### src/rtl/cpu_sequencer.sv
// Fetch/decode/execute controller for the accumulator CPU: owns PC and IR and
// runs the shared instruction/data memory over a req/ack handshake.
module cpu_sequencer #(
  parameter int unsigned ADDR_W = 4,
  parameter int unsigned INS_W  = 4 + ADDR_W
) (
  input  logic              clk,
  input  logic              rst,
  input  logic              run,
  input  logic [INS_W-1:0]  mem_rdata,
  input  logic              mem_ack,
  output logic              mem_req,
  output logic              mem_we,
  output logic [ADDR_W-1:0] mem_addr,
  output logic              acc_wr,
  output logic [3:0]        alu_code,
  output logic              halted,
  output logic [ADDR_W-1:0] pc,
  output logic [3:0]        ir_opcode
);

  typedef enum logic [1:0] {S_HALT, S_FETCH, S_DECODE, S_EXEC} state_e;
  typedef enum logic [1:0] {C_RD, C_WR, C_ACC, C_JMP} cls_e;

  state_e              state_q, state_d;
  cls_e                cls_q, cls_d;
  logic [ADDR_W-1:0]   pc_q, pc_d;
  logic [INS_W-1:0]    ir_q, ir_d;
  logic [3:0]          alu_q, alu_d;

  logic [3:0]          opcode;
  logic [ADDR_W-1:0]   operand;
  logic [3:0]          dec_alu;
  cls_e                dec_cls;
  logic                dec_stp;

  assign opcode  = ir_q[INS_W-1 -: 4];
  assign operand = ir_q[ADDR_W-1:0];

  always_comb begin
    dec_alu = 4'b0000;
    dec_cls = C_ACC;
    dec_stp = 1'b0;
    unique casez (opcode)
      4'b000?: begin dec_alu = 4'b0100; dec_cls = C_RD;  end
      4'b001?: begin dec_alu = 4'b0101; dec_cls = C_WR;  end
      4'b010?: begin dec_alu = 4'b0110; dec_cls = C_RD;  end
      4'b011?: begin dec_alu = 4'b0000; dec_cls = C_ACC; end
      4'b100?: begin dec_alu = 4'b0001; dec_cls = C_ACC; end
      4'b101?: begin dec_alu = 4'b1111; dec_cls = C_JMP; end
      4'b1100: begin dec_alu = 4'b0111; dec_cls = C_RD;  end
      4'b1101: begin dec_alu = 4'b0010; dec_cls = C_ACC; end
      4'b1110: begin dec_alu = 4'b0011; dec_cls = C_ACC; end
      4'b1111: begin dec_alu = 4'b1111; dec_stp = 1'b1;  end
      default: ;
    endcase
  end

  always_comb begin
    state_d  = state_q;
    cls_d    = cls_q;
    pc_d     = pc_q;
    ir_d     = ir_q;
    alu_d    = alu_q;
    mem_req  = 1'b0;
    mem_we   = 1'b0;
    mem_addr = pc_q;
    acc_wr   = 1'b0;
    unique case (state_q)
      S_HALT: begin
        if (run) state_d = S_FETCH;
      end
      S_FETCH: begin
        mem_req = 1'b1;
        if (mem_ack) begin
          ir_d    = mem_rdata;
          pc_d    = pc_q + ADDR_W'(1);
          state_d = S_DECODE;
        end
      end
      S_DECODE: begin
        if (dec_stp) begin
          state_d = S_HALT;
        end else begin
          alu_d   = dec_alu;
          cls_d   = dec_cls;
          state_d = S_EXEC;
        end
      end
      S_EXEC: begin
        unique case (cls_q)
          C_RD: begin
            mem_req  = 1'b1;
            mem_addr = operand;
            acc_wr   = mem_ack;
            if (mem_ack) state_d = S_FETCH;
          end
          C_WR: begin
            mem_req  = 1'b1;
            mem_we   = 1'b1;
            mem_addr = operand;
            if (mem_ack) state_d = S_FETCH;
          end
          C_ACC: begin
            acc_wr  = 1'b1;
            state_d = S_FETCH;
          end
          C_JMP: begin
            pc_d    = operand;
            state_d = S_FETCH;
          end
          default: ;
        endcase
        // ALU code is only meaningful while EXEC lasts
        if (state_d != S_EXEC) alu_d = 4'b0000;
      end
      default: state_d = S_HALT;
    endcase
  end

  always_ff @(posedge clk) begin
    if (rst) begin
      state_q <= S_HALT;
      cls_q   <= C_ACC;
      pc_q    <= '0;
      ir_q    <= '0;
      alu_q   <= '0;
    end else begin
      state_q <= state_d;
      cls_q   <= cls_d;
      pc_q    <= pc_d;
      ir_q    <= ir_d;
      alu_q   <= alu_d;
    end
  end

  assign alu_code  = alu_q;
  assign halted    = (state_q == S_HALT);
  assign pc        = pc_q;
  assign ir_opcode = opcode;

endmodule
### config.mk
export PLATFORM = sky130hd
export DESIGN_NAME = cpu_sequencer
export DESIGN_NICKNAME = d
export VERILOG_FILES = /design/src/rtl/cpu_sequencer.sv
export SDC_FILE = /design/constraint.sdc
export NUM_CORES = 1
export LEC_CHECK = 0
export CELL_PAD_IN_SITES_DETAIL_PLACEMENT = 0
export CELL_PAD_IN_SITES_GLOBAL_PLACEMENT = 1
export CORE_MARGIN = 3
export CORE_UTILIZATION = 36
export CTS_CLUSTER_SIZE = 25
export DETAILED_ROUTE_END_ITERATION = 8
export HOLD_SLACK_MARGIN = 0.08
export PLACE_DENSITY_LB_ADDON = 0.1
export SETUP_SLACK_MARGIN = 0.15
export SLEW_MARGIN = 20
export SYNTH_ARGS = -nofsm -noshare
export SYNTH_HDL_FRONTEND = slang
export SYNTH_SLANG_ARGS = --single-unit
### constraint.sdc
create_clock -name clk -period 3.6 [get_ports clk]
set_input_delay 0.54 -clock clk [delete_from_list [all_inputs] [get_ports clk]]
set_output_delay 0.54 -clock clk [all_outputs]
set_load 0.02 [all_outputs]
==> metrics, run 1 <==
Seq/Total Area, Yosys 36.5%; leakage 0.484 nW; IO Count 32; root buffer cell clkbuf_4; Crit Path Max Fanout 18; Clock Skew 0.00924 ns; design area 1400 um^2; HP Start ir_q[0]; Setup TNS 0 ns; final period demand of the worst path 2.74 ns; clk sink count 20; maxcap violations 0; Slew @ Worst Pin 0.781 ns; via count 1056; Net Sw Frac 28.4%; r2r startpoint state_q[1]; CP cell instances buf_4, nand2_1, nor2_2, mux2_2, clkdlybuf4s50_1; Port Buffers 31; DR vias/cell 5.71; Total GRT Usage 15.7%; Net Sw Power 134 uW; worst path required time 3.06 ns; fmax 0.365 GHz; vias in the first global route 953; Congestion Overflow GR 0; area of the die 3740 um^2; CTS resizes 0; Die H 61.2 um; Critical Path AT 2.20 ns; Initial DRC Count 40; final WL 2600 um; leading area contributor after synthesis dfxtp_1; Logic pwr share 19.7%; CP peak stage delay 0.54 ns; worst hold endpoint ir_q[0]; fin nets 168; Startpoint Class flop; sequential power share 51.3%; Peak VDD IR 0.000200 V; Hold Path Depth 2; fillers 291; count of final hold-check violations 0; Final period util 76.2%; core area 2830 um^2; initial antenna violation count 0; status finished clean; Syn Inst Count 132; CP Class flop to output port; Ant. Diodes 0; Synth cell types 35; die extent in x 61.2 um; synthesized cell area 1100 um^2; Crit. End Element output port; Worst-path clk slew 0.12 ns; ANT nets after route 0; RSZ-0062 raised after global routing no; Power Density 337 nW/um^2; setup slack, reg-to-reg 2.03 ns; CTS H-tree depth 1; Synth area leaders dfxtp_1 (37%), a21oi_1 (7.3%), nand2_1 (6.8%); area grow syn2layout 27.6%; Clock Power Share 28.9%; first-pass GRT wire length 4350 um; row count 19; Yosys warnings 0; Slowest-stage cell, CP clkdlybuf4s50_1; TritonCTS clock tree yes; Slew HR 47.8%; max-slew violations 0; Hold Path Class flop to flop; DR DRC count 0; drt pass-1 iters 4; Cell Int Power 337 uW; worst r2r dst pc[0]; setup bufs post-CTS 0; initial core utilization 38.7%; post-synthesis average cell area 8.30 um^2; total CTS buffers 3; Final setup viols 0; maximum clock path buffer count 2; Clock Latency Late Sink 0.31 ns; Yosys reg bits 20; DPL Wire Length 1810 um; top-area cell type share of the netlist area 36.5%; placed instance area 1360 um^2; layout cells sized above 1 7.14%; detailed-route wire length per cell 14.1 um; RePlAce Congestion 0.760; hold_buf cts 0; worst r2r path cells 4; largest net degree at the start of global routing 23; Synthesized Nets 145
-- worst max path at each step --
| stage | start | endpoint | slack, ns | cells past startpoint |
|---|---|---|---|---|
| floorplan | state_q[0] | mem_addr[0] | 1.92 | 4 |
| global placement | mem_ack | acc_wr | 1.08 | 4 |
| detailed placement | mem_ack | acc_wr | 1.03 | 4 |
| CTS | state_q[1] | mem_addr[0] | 0.85 | 5 |
| global route | state_q[1] | mem_addr[3] | 0.76 | 5 |
| finish | state_q[0] | mem_addr[0] | 0.86 | 5 |
-- registers in the layout (all words and copies together) (netlist names) --
name,flops
cls_q,2
state_q,2
alu_code,4
ir_q,8
pc,4
-- per-layer routing --
layer | global-route usage [%] | up-vias | wire (um)
met1 | 20.0 | 493 | 1250
li1 | - | 527 | -
met4 | 6.50 | 0 | 42
met5 | 0 | - | 0
met2 | 24.9 | 31 | 1150
met3 | 4.19 | 5 | 165
-- synthesized netlist by cell type, drive strengths merged --
cell type	number
a211o	2
a21boi	1
a21oi	16
a221oi	3
a22oi	1
a311oi	1
a31oi	2
and2	1
and3b	1
and4	2
and4b	1
buf	13
clkbuf	2
dfxtp	20
ha	1
inv	3
mux2	4
mux2i	3
nand2	20
nand2b	5
nand3	3
nand3b	2
nand4	3
nand4b	1
nor2	4
nor2b	2
nor3	2
o2111ai	2
o211ai	4
o21ai	4
o31ai	1
o32ai	2
-- through the flow --
stage | total power, mW | cells | hold slack [ns] | worst slack (ns) | utilization, %
6_report | 0.471 | 185 | 0.484 | 0.858 | 49.4
5_1_grt | 0.494 | 185 | 0.510 | 0.758 | 49.4
4_1_cts | 0.479 | 185 | 0.488 | 0.849 | 49.4
3_5_place_dp | 0.340 | 181 | 0.472 | 1.03 | 48.2
3_3_place_gp | 0.340 | 181 | 0.463 | 1.08 | 48.2
2_1_floorplan | 0.305 | 132 | 0.445 | 1.92 | -
-- worst max-delay path: cells and delay by family (launching register included) --
kind / cells / cell delay (ns)
AND/OR/NAND/NOR: 2 / 0.45
multiplexers: 1 / 0.38
flip-flops: 1 / 0.33
buffers and inverters: 2 / 0.73
-- cell families after synthesis --
logic type	after synthesis	synth area share (%)
adder cells (fa/ha/maj)	1	1.14
buffers and inverters	18	9.93
multiplexers	7	6.85
AND/OR/NAND/NOR	47	22.5
AO/OA/AOI/OAI	39	23.1
flip-flops	20	36.5
-- power groups by stage --
| stage | clock [mW] | sequential (mW) | combinational, mW |
|---|---|---|---|
| CTS | 0.143 | 0.242 | 0.0938 |
| floorplan | 0 | 0.246 | 0.0587 |
| detailed placement | 0 | 0.247 | 0.0932 |
| global placement | 0 | 0.247 | 0.0930 |
| finish | 0.136 | 0.242 | 0.0929 |
| global route | 0.148 | 0.244 | 0.102 |
-- cell usage in the layout (no fill, tap or decap), types with 4 or more instances in the layout --
| cell | netlist | routed |
|---|---|---|
| mux2_2 | 4 | 4 |
| clkdlybuf4s50_1 | 0 | 31 |
| o211ai_1 | 4 | 4 |
| a21oi_1 | 16 | 16 |
| nand2b_1 | 5 | 5 |
| nand2_1 | 20 | 20 |
| dfxtp_1 | 20 | 20 |
| o21ai_0 | 4 | 4 |
-- layout make-up --
cell class                 instances  area, um^2  area share [%]
clock buffer                       4        36.3            2.59
sequential                        20         400            28.6
tap                               31        38.8            2.77
timing repair buffer              33         325            23.3
multi-input combinational         94         587            41.9
inverter                           3        11.3           0.805
(Power assumes the default switching activity.)
==> run 2: changes to the inputs <==
Settings changed: CORE_UTILIZATION 36 to 30.
Clock period 3.6 ns to 2.45 ns, I/O delays scaled along.
==> run 2 against run 1 <==
  * Design area rose by 4.1%
  * Combinational power rose by 50%
  * Sequential cell count did not move
  * Wire length rose by 4.5%
  * Global-route usage fell by 1.8 points
==> metrics, run 2 (same netlist as run 1, synthesis figures left out) <==
status finished clean; die extent in x 66.4 um; placed instance area 1400 um^2; Largest Register ir_q; Startpoint Class flop; Total GRT Usage 13.9%; Clock Skew 0.00494 ns; area grow syn2layout 32.9%; IO Count 32; TritonCTS clock tree yes; setup bufs post-CTS 0; Slew HR 62.7%; DR DRC count 0; fmax 0.477 GHz; commonest non-fill, non-tap cell in the layout clkdlybuf4s50_1; commonest non-fill, non-tap cells in the layout clkdlybuf4s50_1 (26), dfxtp_1 (20), nand2_1 (19), a21oi_1 (16); CTS H-tree depth 1; fillers 380; initial antenna violation count 0; Clock Latency Late Sink 0.30 ns; core area 3420 um^2; register cell area after layout 400 um^2; Die H 66.4 um; Slowest-stage cell, CP clkdlybuf4s50_1; Critical Path AT 1.73 ns; Final period util 85.6%; number of flip-flops in the largest register 8; final period demand of the worst path 2.10 ns; row count 21; root buffer cell clkbuf_4; WHS 0.486 ns; layout cells sized above 1 9.55%; Clock Power Share 28.1%; Net Sw Power 193 uW; ANT nets after route 0; via count 1037; count of final hold-check violations 0; Final setup viols 0; Peak VDD IR 0.000303 V; Congestion Overflow GR 0; CP Class flop to output port; drt pass-1 iters 4; area of the die 4410 um^2; CP peak stage delay 0.60 ns; largest net degree at the start of global routing 18; Cell Int Power 497 uW; Port Buffers 31; detailed-route wire length per cell 13.4 um; maximum clock path buffer count 2; total CTS buffers 3; Ant. Diodes 0; worst path required time 2.08 ns; maxcap violations 0; initial core utilization 32.1%; sequential power share 51.7%; fin nets 171; design area 1460 um^2; Net Sw Frac 28.0%; Crit Path Max Fanout 5; RePlAce Congestion 0.747; Initial DRC Count 63; Hold Path Class flop to flop; first-pass GRT wire length 4750 um; area of the multi-input gates 594 um^2; Setup TNS 0 ns; max-slew violations 0; Crit. End Element output port; clk sink count 20; vias in the first global route 1013; Logic pwr share 20.2%; RSZ-0062 raised after global routing no; CP cell instances nand2_2, nor2_4, and2_1, clkdlybuf4s50_1; Power Density 474 nW/um^2; leakage 0.576 nW; final WL 2720 um; DPL Wire Length 2010 um; Slew @ Worst Pin 0.558 ns; Worst-path clk slew 0.12 ns; DR vias/cell 5.11
-- run 2: cell types whose count changed in the layout (fill, tap and decap cells not counted) --
cell and delta:
buf_4 +3, clkdlybuf4s50_1 -5, dlygate4sd2_1 +1, dlymetal6s2s_1 +4, nand2_1 -1, nand2_2 +1, nor2_2 -1, nor2_4 +1
-- run 2: path summary, 6_finish.rpt --
path	startpoint	endpoint	slack (ns)	cells after the start
max reg2reg	state_q[0]	pc[2]	1.03	5
min	ir_q[1]	ir_q[1]	0.49	2
max	state_q[0]	mem_we	0.35	4
min reg2reg	ir_q[1]	ir_q[1]	0.49	2
-- run 2: routing by layer --
metal / wire length, um / track usage, % / part of all wire (%)
met1: 1300 / 18.1 / 48
met2: 1270 / 22.3 / 47
met3: 135 / 4.08 / 5.0
met4: 18 / 3.55 / 0.66
met5: 0 / 0 / 0
-- run 2: layout make-up --
| type | count | share of cell area (%) |
|---|---|---|
| flip-flops and latches | 20 | 27.5 |
| multi-input cells | 94 | 40.8 |
| well taps | 46 | 3.95 |
| repair buffers | 36 | 24.5 |
| clock buffers | 4 | 2.49 |
| inverters | 3 | 0.773 |
-- run 2: critical path: cells and delay by family (launching register included) --
kind | cells | cell delay [ns]
and+or+nand+nor | 3 | 0.46
buffers and inverters | 1 | 0.60
DFF | 1 | 0.36
-- run 2: power by group through the flow --
| stage | Sequential [mW] | Combinational, mW | Clock [mW] |
|---|---|---|---|
| floorplan | 0.362 | 0.0863 | 0 |
| global placement | 0.364 | 0.141 | 0 |
| detailed placement | 0.364 | 0.141 | 0 |
| CTS | 0.358 | 0.141 | 0.205 |
| global route | 0.362 | 0.154 | 0.215 |
| finish | 0.357 | 0.139 | 0.194 |
-- run 2: metrics by stage --
| stage | worst slack [ns] | utilization [%] | power [mW] | instances |
|---|---|---|---|---|
| 5_1_grt | 0.233 | 42.6 | 0.731 | 203 |
| 2_1_floorplan | 0.938 | - | 0.448 | 132 |
| 6_report | 0.354 | 42.6 | 0.691 | 203 |
| 3_5_place_dp | 0.222 | 41.1 | 0.505 | 199 |
| 3_3_place_gp | 0.250 | 41.1 | 0.504 | 199 |
| 4_1_cts | 0.200 | 42.3 | 0.704 | 203 |
-- run 2: what timing repair did --
| action | 4_1_cts | 5_1_grt |
|---|---|---|
| setup endpoints to repair | 4 | 4 |
| hold buffers | 0 | 0 |
| gates resized for setup | 3 | 4 |
==> run 3: changes to the inputs <==
Settings changed: CAP_MARGIN set to 20.
==> results of run 3 <==
The final DEF is identical to that of run 2; final timing and power are the same.
